$ cat config.mk
export PLATFORM = sky130hd
export DESIGN_NAME = memory_arbiter
export DESIGN_NICKNAME = d
export VERILOG_FILES = /design/src/rtl/memory_arbiter.sv
export SDC_FILE = /design/constraint.sdc
export NUM_CORES = 1
export LEC_CHECK = 0
export BUFFER_PORTS_ARGS = -buffer_cell sky130_fd_sc_hd__buf_2
export CAP_MARGIN = 30
export CORE_AREA = 2 2 103 80
export CTS_CLUSTER_DIAMETER = 100
export DETAILED_ROUTE_END_ITERATION = 6
export DIE_AREA = 0 0 105 82
export GPL_TIMING_DRIVEN = 0
export PLACE_DENSITY = 0.78
export SYNTH_ARGS = -nofsm -noshare
export SYNTH_HDL_FRONTEND = slang
export SYNTH_SLANG_ARGS = --single-unit
$ cat constraint.sdc
create_clock -name clock -period 2.9 [get_ports clock]
set_input_delay 0.145 -clock clock [delete_from_list [all_inputs] [get_ports clock]]
set_output_delay 0.145 -clock clock [all_outputs]
set_load 0.02 [all_outputs]
$ cat src/rtl/memory_arbiter.sv
// memory_arbiter
// Shares one memory port between the CPU controller and the host loader/debug
// port. The two requesters take turns (round-robin). Each granted access
// latches its command, runs for LATENCY cycles, and then gives the winner a
// one-cycle ack.
//
// Ports:
//   clock, reset          system clock; asynchronous active-high reset
//   cpu_req/we/addr/wdata  CPU request; req is held until cpu_ack
//   cpu_ack, cpu_rdata     CPU completion pulse and registered read data
//   host_req/we/addr/wdata host request; req is held until host_ack
//   host_ack, host_rdata   host completion pulse and registered read data
//   mem_addr/wdata/we      memory command; we is high for the first ACCESS cycle only
//   mem_rdata              memory read data, valid LATENCY cycles after the address
//   busy                   high whenever the FSM is not IDLE
//   owner                  current or last grant (0 = CPU, 1 = host)
module memory_arbiter #(
  parameter int ADDR_W  = 16,
  parameter int DATA_W  = 16,
  parameter int LATENCY = 1
) (
  input  logic              clock,
  input  logic              reset,
  input  logic              cpu_req,
  input  logic              cpu_we,
  input  logic [ADDR_W-1:0] cpu_addr,
  input  logic [DATA_W-1:0] cpu_wdata,
  output logic              cpu_ack,
  output logic [DATA_W-1:0] cpu_rdata,
  input  logic              host_req,
  input  logic              host_we,
  input  logic [ADDR_W-1:0] host_addr,
  input  logic [DATA_W-1:0] host_wdata,
  output logic              host_ack,
  output logic [DATA_W-1:0] host_rdata,
  output logic [ADDR_W-1:0] mem_addr,
  output logic [DATA_W-1:0] mem_wdata,
  output logic              mem_we,
  input  logic [DATA_W-1:0] mem_rdata,
  output logic              busy,
  output logic              owner
);

  typedef enum logic [1:0] {IDLE, ACCESS, RESP} state_t;

  localparam logic [3:0] LAT = 4'(LATENCY);

  state_t      state;
  logic  [3:0] cnt;
  logic        we_q;
  logic        any_req;
  logic        win;

  // When both requesters ask, the grant goes to the one that is not the last
  // owner. When only one asks, it wins.
  always_comb begin
    any_req = cpu_req | host_req;
    if (cpu_req && host_req) win = ~owner;
    else                     win = host_req;
  end

  always_ff @(posedge clock or posedge reset) begin
    if (reset) begin
      state      <= IDLE;
      cnt        <= '0;
      we_q       <= 1'b0;
      cpu_ack    <= 1'b0;
      host_ack   <= 1'b0;
      cpu_rdata  <= '0;
      host_rdata <= '0;
      mem_addr   <= '0;
      mem_wdata  <= '0;
      mem_we     <= 1'b0;
      busy       <= 1'b0;
      owner      <= 1'b1;
    end else begin
      case (state)
        IDLE: begin
          if (any_req) begin
            state     <= ACCESS;
            busy      <= 1'b1;
            owner     <= win;
            cnt       <= LAT;
            we_q      <= win ? host_we    : cpu_we;
            mem_we    <= win ? host_we    : cpu_we;
            mem_addr  <= win ? host_addr  : cpu_addr;
            mem_wdata <= win ? host_wdata : cpu_wdata;
          end
        end
        ACCESS: begin
          mem_we <= 1'b0;
          cnt    <= cnt - 4'd1;
          // Read data is captured on the same edge that raises ack, so the
          // rdata register is already valid during the ack cycle.
          if (cnt == 4'd1) begin
            state <= RESP;
            if (owner) host_ack <= 1'b1;
            else       cpu_ack  <= 1'b1;
            if (!we_q) begin
              if (owner) host_rdata <= mem_rdata;
              else       cpu_rdata  <= mem_rdata;
            end
          end
        end
        RESP: begin
          cpu_ack  <= 1'b0;
          host_ack <= 1'b0;
          busy     <= 1'b0;
          state    <= IDLE;
        end
        default: begin
          state <= IDLE;
          busy  <= 1'b0;
        end
      endcase
    end
  end

endmodule

Word level (Yosys, flattened, before mapping)
Cells that the tools add are included.
{ "totals": {"regBits": 76, "latchBits": 0, "ramBits": 0, "mem_bits_ro": 0, "in_bits": 86, "out_inout_bits": 69, "wordCells": 55, "mem_count": 0} }
{ "classes": {"addsub": 1, "n_mul": 0, "div": 0, "order_cmp": 0, "eq_ne": 7, "shifts": 0, "mux": 19, "n_bitwise": 4, "n_reduce_logical": 12} }
{ "op_table": {"columns": ["operator", "n"], "rows": [
  ["16-bit 2-to-1 mux", 2],
  ["1-bit 2-to-1 mux", 8],
  ["2-bit != test, second input constant", 4],
  ["1-bit one-hot mux with 2 select lines", 4],
  ["4-bit one-hot mux with 2 select lines", 1],
  ["2-bit AND reduction", 4],
  ["4-bit AND reduction", 2],
  ["3-bit AND reduction", 2],
  ["4-bit by 1-bit equality test with 1-bit output, second input constant", 1],
  ["2-bit 2-to-1 mux", 2],
  ["4-bit 2-to-1 mux", 1],
  ["2-bit one-hot mux with 2 select lines", 1],
  ["2-bit nonzero test", 2],
  ["4-bit by 1-bit subtractor with 4-bit output, second input constant", 1],
  ["1-bit NOT", 3],
  ["2-bit by 1-bit equality test with 1-bit output, second input constant", 1],
  ["2-bit equality test, second input constant", 1],
  ["2-bit logical NOT", 1],
  ["1-bit logical AND", 1],
  ["1-bit bitwise OR", 1]
]} }

Longest topological paths before layout
{ "logic_depth": {"depth_word": 5, "ltp_mapped": 6, "mapped_depth_nobuf": 5} }

Least setup slack after synthesis
No wires, ideal clock.
{ "synth_path": {"path_type": "register -> register", "startpoint": "reg owner", "endpoint": "reg mem_addr[15]", "setup_time_ns": 0.125, "arrival_time_ns": 1.581, "setup_slack_ns": 1.195, "stages_incl_launch_ff": 6, "period_less_slack_ns": 1.705, "cell_sequence": "dfstp_2 -> a21bo_1 -> buf_6 -> buf_6 -> mux2_2 -> mux2_2"} }
{ "synth_between": {"elab_chain_len": 3} }
{ "synth_rtl": {"columns": ["item", "line", "text"], "rows": [
  ["start, declared", "41", "output logic owner"],
  ["start signal, assigned", "82", "owner <= win;"],
  ["1-bit NOT (no source line)", null, null],
  ["1-bit 2-to-1 mux", "58", "if (cpu_req && host_req) win = ~owner;"],
  ["16-bit 2-to-1 mux", "86", "mem_addr <= win ? host_addr : cpu_addr;"],
  ["end signal, assigned", "86", null],
  ["end, declared", "36", "output logic [ADDR_W-1:0] mem_addr,"]
]} }
No other way between the ends.
A chain may end at the register's enable or synchronous reset.

Worst setup path in the final report
{ "layout_path": {"startpoint": "reg cnt[1]", "endpoint": "reg host_rdata[1]"} }
{ "layout_between": {"elab_chain_len": 2} }
{ "layout_rtl": {"columns": ["item", "line", "text"], "rows": [
  ["start, declared", "49", "logic [3:0] cnt;"],
  ["start signal, assigned", "92", "cnt <= cnt - 4'd1;"],
  ["4-bit by 1-bit equality test with 1-bit output", "95", "if (cnt == 4'd1) begin"],
  ["4-bit AND reduction (no source line)", null, null],
  ["end signal, assigned", "100", "if (owner) host_rdata <= mem_rdata;"],
  ["end, declared", "35", "output logic [DATA_W-1:0] host_rdata,"]
]} }
No other way between the ends.

==> impl_metrics.env <==
export IMPL_status="finished clean"
export IMPL_vias_per_cell=4.77
export IMPL_cts_root_buf="clkbuf_8"
export IMPL_criticalPathCategory="reg2reg"
export IMPL_relSlewSlack=0.622
export IMPL_cap_viol_max_count=0
export IMPL_clk_pin_slew_ns=0.09
export IMPL_powerDensity_nw_per_um2=1170
export IMPL_cts_sinks=76
export IMPL_cellLeakagePower_nw=2.32
export IMPL_syn_nets=314
export IMPL_gp_congestion=0.741
export IMPL_tritoncts="done"
export IMPL_syn_to_final_growth_pct=34.2
export IMPL_wirelength_um=7500
export IMPL_async_reset_ff_frac=1.00
export IMPL_dieWidth_um=105
export IMPL_critPathCapture="host_rdata[1]"
export IMPL_layout_nets=481
export IMPL_core_um2=7640
export IMPL_cts_resized=0
export IMPL_hold_path_class="in2reg"
export IMPL_critPathTopFamily="simple AND/OR/NAND/NOR gates"
export IMPL_fmax_ghz=0.521
export IMPL_synth_top_area_cell="dfrtp_1"
export IMPL_synth_area_per_cell_um2=15.4
export IMPL_crit_start="cnt[1]"
export IMPL_required_ns=3.13
export IMPL_tightest_slew_ns=0.564
export IMPL_clk_latency_ns=0.35
export IMPL_clock_skew_ns=0.0101
export IMPL_finalHoldViolCount=0
export IMPL_r2r_end="host_rdata[1]"
export IMPL_htreeDepth=3
export IMPL_start_kind="flip-flop"
export IMPL_post_route_util=0.612
export IMPL_io_pins=155
export IMPL_fin_crit_ns=1.92
export IMPL_cp_max_fo=10
export IMPL_grt_pass1_wl_um=12000
export IMPL_diodes=0
export IMPL_grt_max_degree=49
export IMPL_synth_edf_count=0
export IMPL_cts_buffers=9
export IMPL_reg2reg_slack_ns=0.98
export IMPL_synth_cell_type_count=25
export IMPL_final_period_utilization=0.661
export IMPL_critPathSlowestCell="dfrtp_1"
export IMPL_synth_area_leaders="dfrtp_1, mux2_2, mux2_4"
export IMPL_synth_ff_latch_count=76
export IMPL_yosysWarnings=0
export IMPL_critical_path_depth=6
export IMPL_synthCells=226
export IMPL_critPathArrivalTime_ns=2.15
export IMPL_synth_flop_cell="dfrtp_1"
export IMPL_synth_area_um2=3480
export IMPL_reg2regPathDepth=6
export IMPL_grt_setup_unrepaired="false"
export IMPL_finalSetupViolCount=0
export IMPL_finalPower_mw=5.48
export IMPL_grt_total_usage=0.179
export IMPL_globalRouteOverflowTotal=0
export IMPL_routedWlPerCell_um=14.9
export IMPL_num_fill_cells=634
export IMPL_initial_core_util=0.456
export IMPL_die_h_um=82
export IMPL_vias=2397
export IMPL_synth_top_area_frac=0.539
export IMPL_r2r_start="cnt[1]"
export IMPL_crit_buf_inv=2
export IMPL_std_cell_rows=28
export IMPL_synth_seq_area_share=0.547
export IMPL_ir_drop_uv=587
export IMPL_hp_start="mem_rdata[10]"
export IMPL_first_pass_iters=5
export IMPL_drive_above_1_share=0.716
export IMPL_portBuffers=154
export IMPL_critical_path_max_stage_delay_ns=0.41
export IMPL_crit_path_end_kind="flip-flop"
export IMPL_postRouteAntennaNets=0
export IMPL_grt_pass1_vias=2484
export IMPL_dieArea_um2=8610
export IMPL_hpwl_um=5680
export IMPL_drc_errors=0
export IMPL_worstPathCellList="inv_1 -> ha_1 -> nor2b_1 -> nand4_4 -> buf_6 -> mux2_4"
export IMPL_drt_iter0_markers=75
export IMPL_cts_buffer_depth=2
export IMPL_finalSetupTns_ns=0
export IMPL_drv_slew=0
export IMPL_antenna_found_initial=0
==> synthesized netlist by cell type, types with 2 or more instances <==
| cell | count |
|---|---|
| nor3_1 | 3 |
| nand2b_1 | 4 |
| mux2_4 | 20 |
| mux2i_1 | 3 |
| nor2_1 | 2 |
| mux2_2 | 76 |
| nand4_4 | 2 |
| ha_1 | 2 |
| dfrtp_1 | 75 |
| a22o_1 | 2 |
| buf_6 | 6 |
| o21ai_0 | 5 |
| buf_4 | 5 |
| o2bb2ai_1 | 2 |
| inv_1 | 6 |
| nand2_1 | 4 |
==> how the worst min path moves through the flow <==
stage / endpoint / slack, ns / depth (start not counted)
after floorplan: cpu_rdata[10] / 0.29 / 1
after global placement: cpu_rdata[12] / 0.39 / 2
after detailed placement: mem_wdata[12] / 0.17 / 2
after CTS: cpu_rdata[10] / 0.02 / 2
after global routing: cpu_rdata[11] / 0.03 / 2
final: cpu_rdata[10] / 0.04 / 2
==> stage by stage <==
| stage | hold WS [ns] | std cells | instance area (µm²) | setup WS (ns) |
|---|---|---|---|---|
| floorplan | 0.294 | 226 | 3480 | 0.818 |
| global placement | 0.389 | 485 | 4380 | -0.101 |
| detailed placement | 0.165 | 486 | 4410 | 0.977 |
| CTS | 0.0221 | 503 | 4670 | 0.962 |
| global route | 0.0254 | 503 | 4670 | 0.884 |
| finish | 0.0387 | 503 | 4670 | 0.982 |
==> metal layers <==
| layer | vias up | share of wire | GRT usage |
|---|---|---|---|
| met3 | 5 | 0.096 | 0.0754 |
| met1 | 1144 | 0.42 | 0.216 |
| met2 | 110 | 0.48 | 0.302 |
| met4 | 0 | 0.0065 | 0.0400 |
| li1 | 1138 | - | - |
| met5 | - | 0 | 0 |
==> area by class of cell <==
type	count	area, µm²	share of cell area
tap	105	131	0.0281
clock inverter	7	124	0.0265
timing repair buffer	156	808	0.173
sequential	76	1900	0.407
clock buffer	9	124	0.0265
buffer	11	105	0.0225
inverter	6	25.0	0.00536
multi-input combinational	133	1450	0.310
==> where the power goes <==
part | total [mW] | switching (mW) | internal (mW)
sequential | 1.91 | 0.298 | 1.61
clock | 0.979 | 0.402 | 0.577
combinational | 2.59 | 1.38 | 1.21
==> flip-flops by register name, summed over array words and instances (netlist names) <==
| signal | cells |
|---|---|
| cpu_rdata | 16 |
| host_rdata | 16 |
| mem_addr | 16 |
| mem_wdata | 16 |
| cnt | 4 |
| state | 2 |
| busy | 1 |
| cpu_ack | 1 |
| host_ack | 1 |
| mem_we | 1 |
| owner | 1 |
| we_q | 1 |
==> cells by family (layout without fill, tap and decap cells) <==
logic type                 after synthesis  count (layout)  share of synthesized area
and+or+nand+nor                         20              20                     0.0439
adders and majority gates                2               2                    0.00719
AOI/OAI and AO/OA                       12              12                     0.0248
muxes                                   99              99                      0.341
DFF                                     76              76                      0.547
buffers and inverters                   17             189                     0.0367
==> placed cells by master, fill, tap and decap left out, drive strengths merged <==
cell	Yosys	routed
buf	11	166
mux2	96	96
dfrtp	75	75
clkbuf	0	9
inv	6	7
o21ai	5	5
nand2	4	4
nand2b	4	4
nor3	4	4
mux2i	3	3
bufinv	0	3
nor2	2	2
o2bb2ai	2	2
nand4	2	2
a22o	2	2
ha	2	2
clkinv	0	2
nor3b	1	1
o211ai	1	1
a21bo	1	1
or3	1	1
or2	1	1
nor2b	1	1
o221ai	1	1
clkinvlp	0	1
dlygate4sd3	0	1
dfstp	1	1
==> what timing repair did <==
item | in CTS | in global routing
hold buffers | 1 | 0
endpoints found under the setup margin | 0 | 0
hold endpoints to repair | 28 | 0
setup buffers | 0 | 0
No activity file was read; power rests on OpenSTA's default activity.
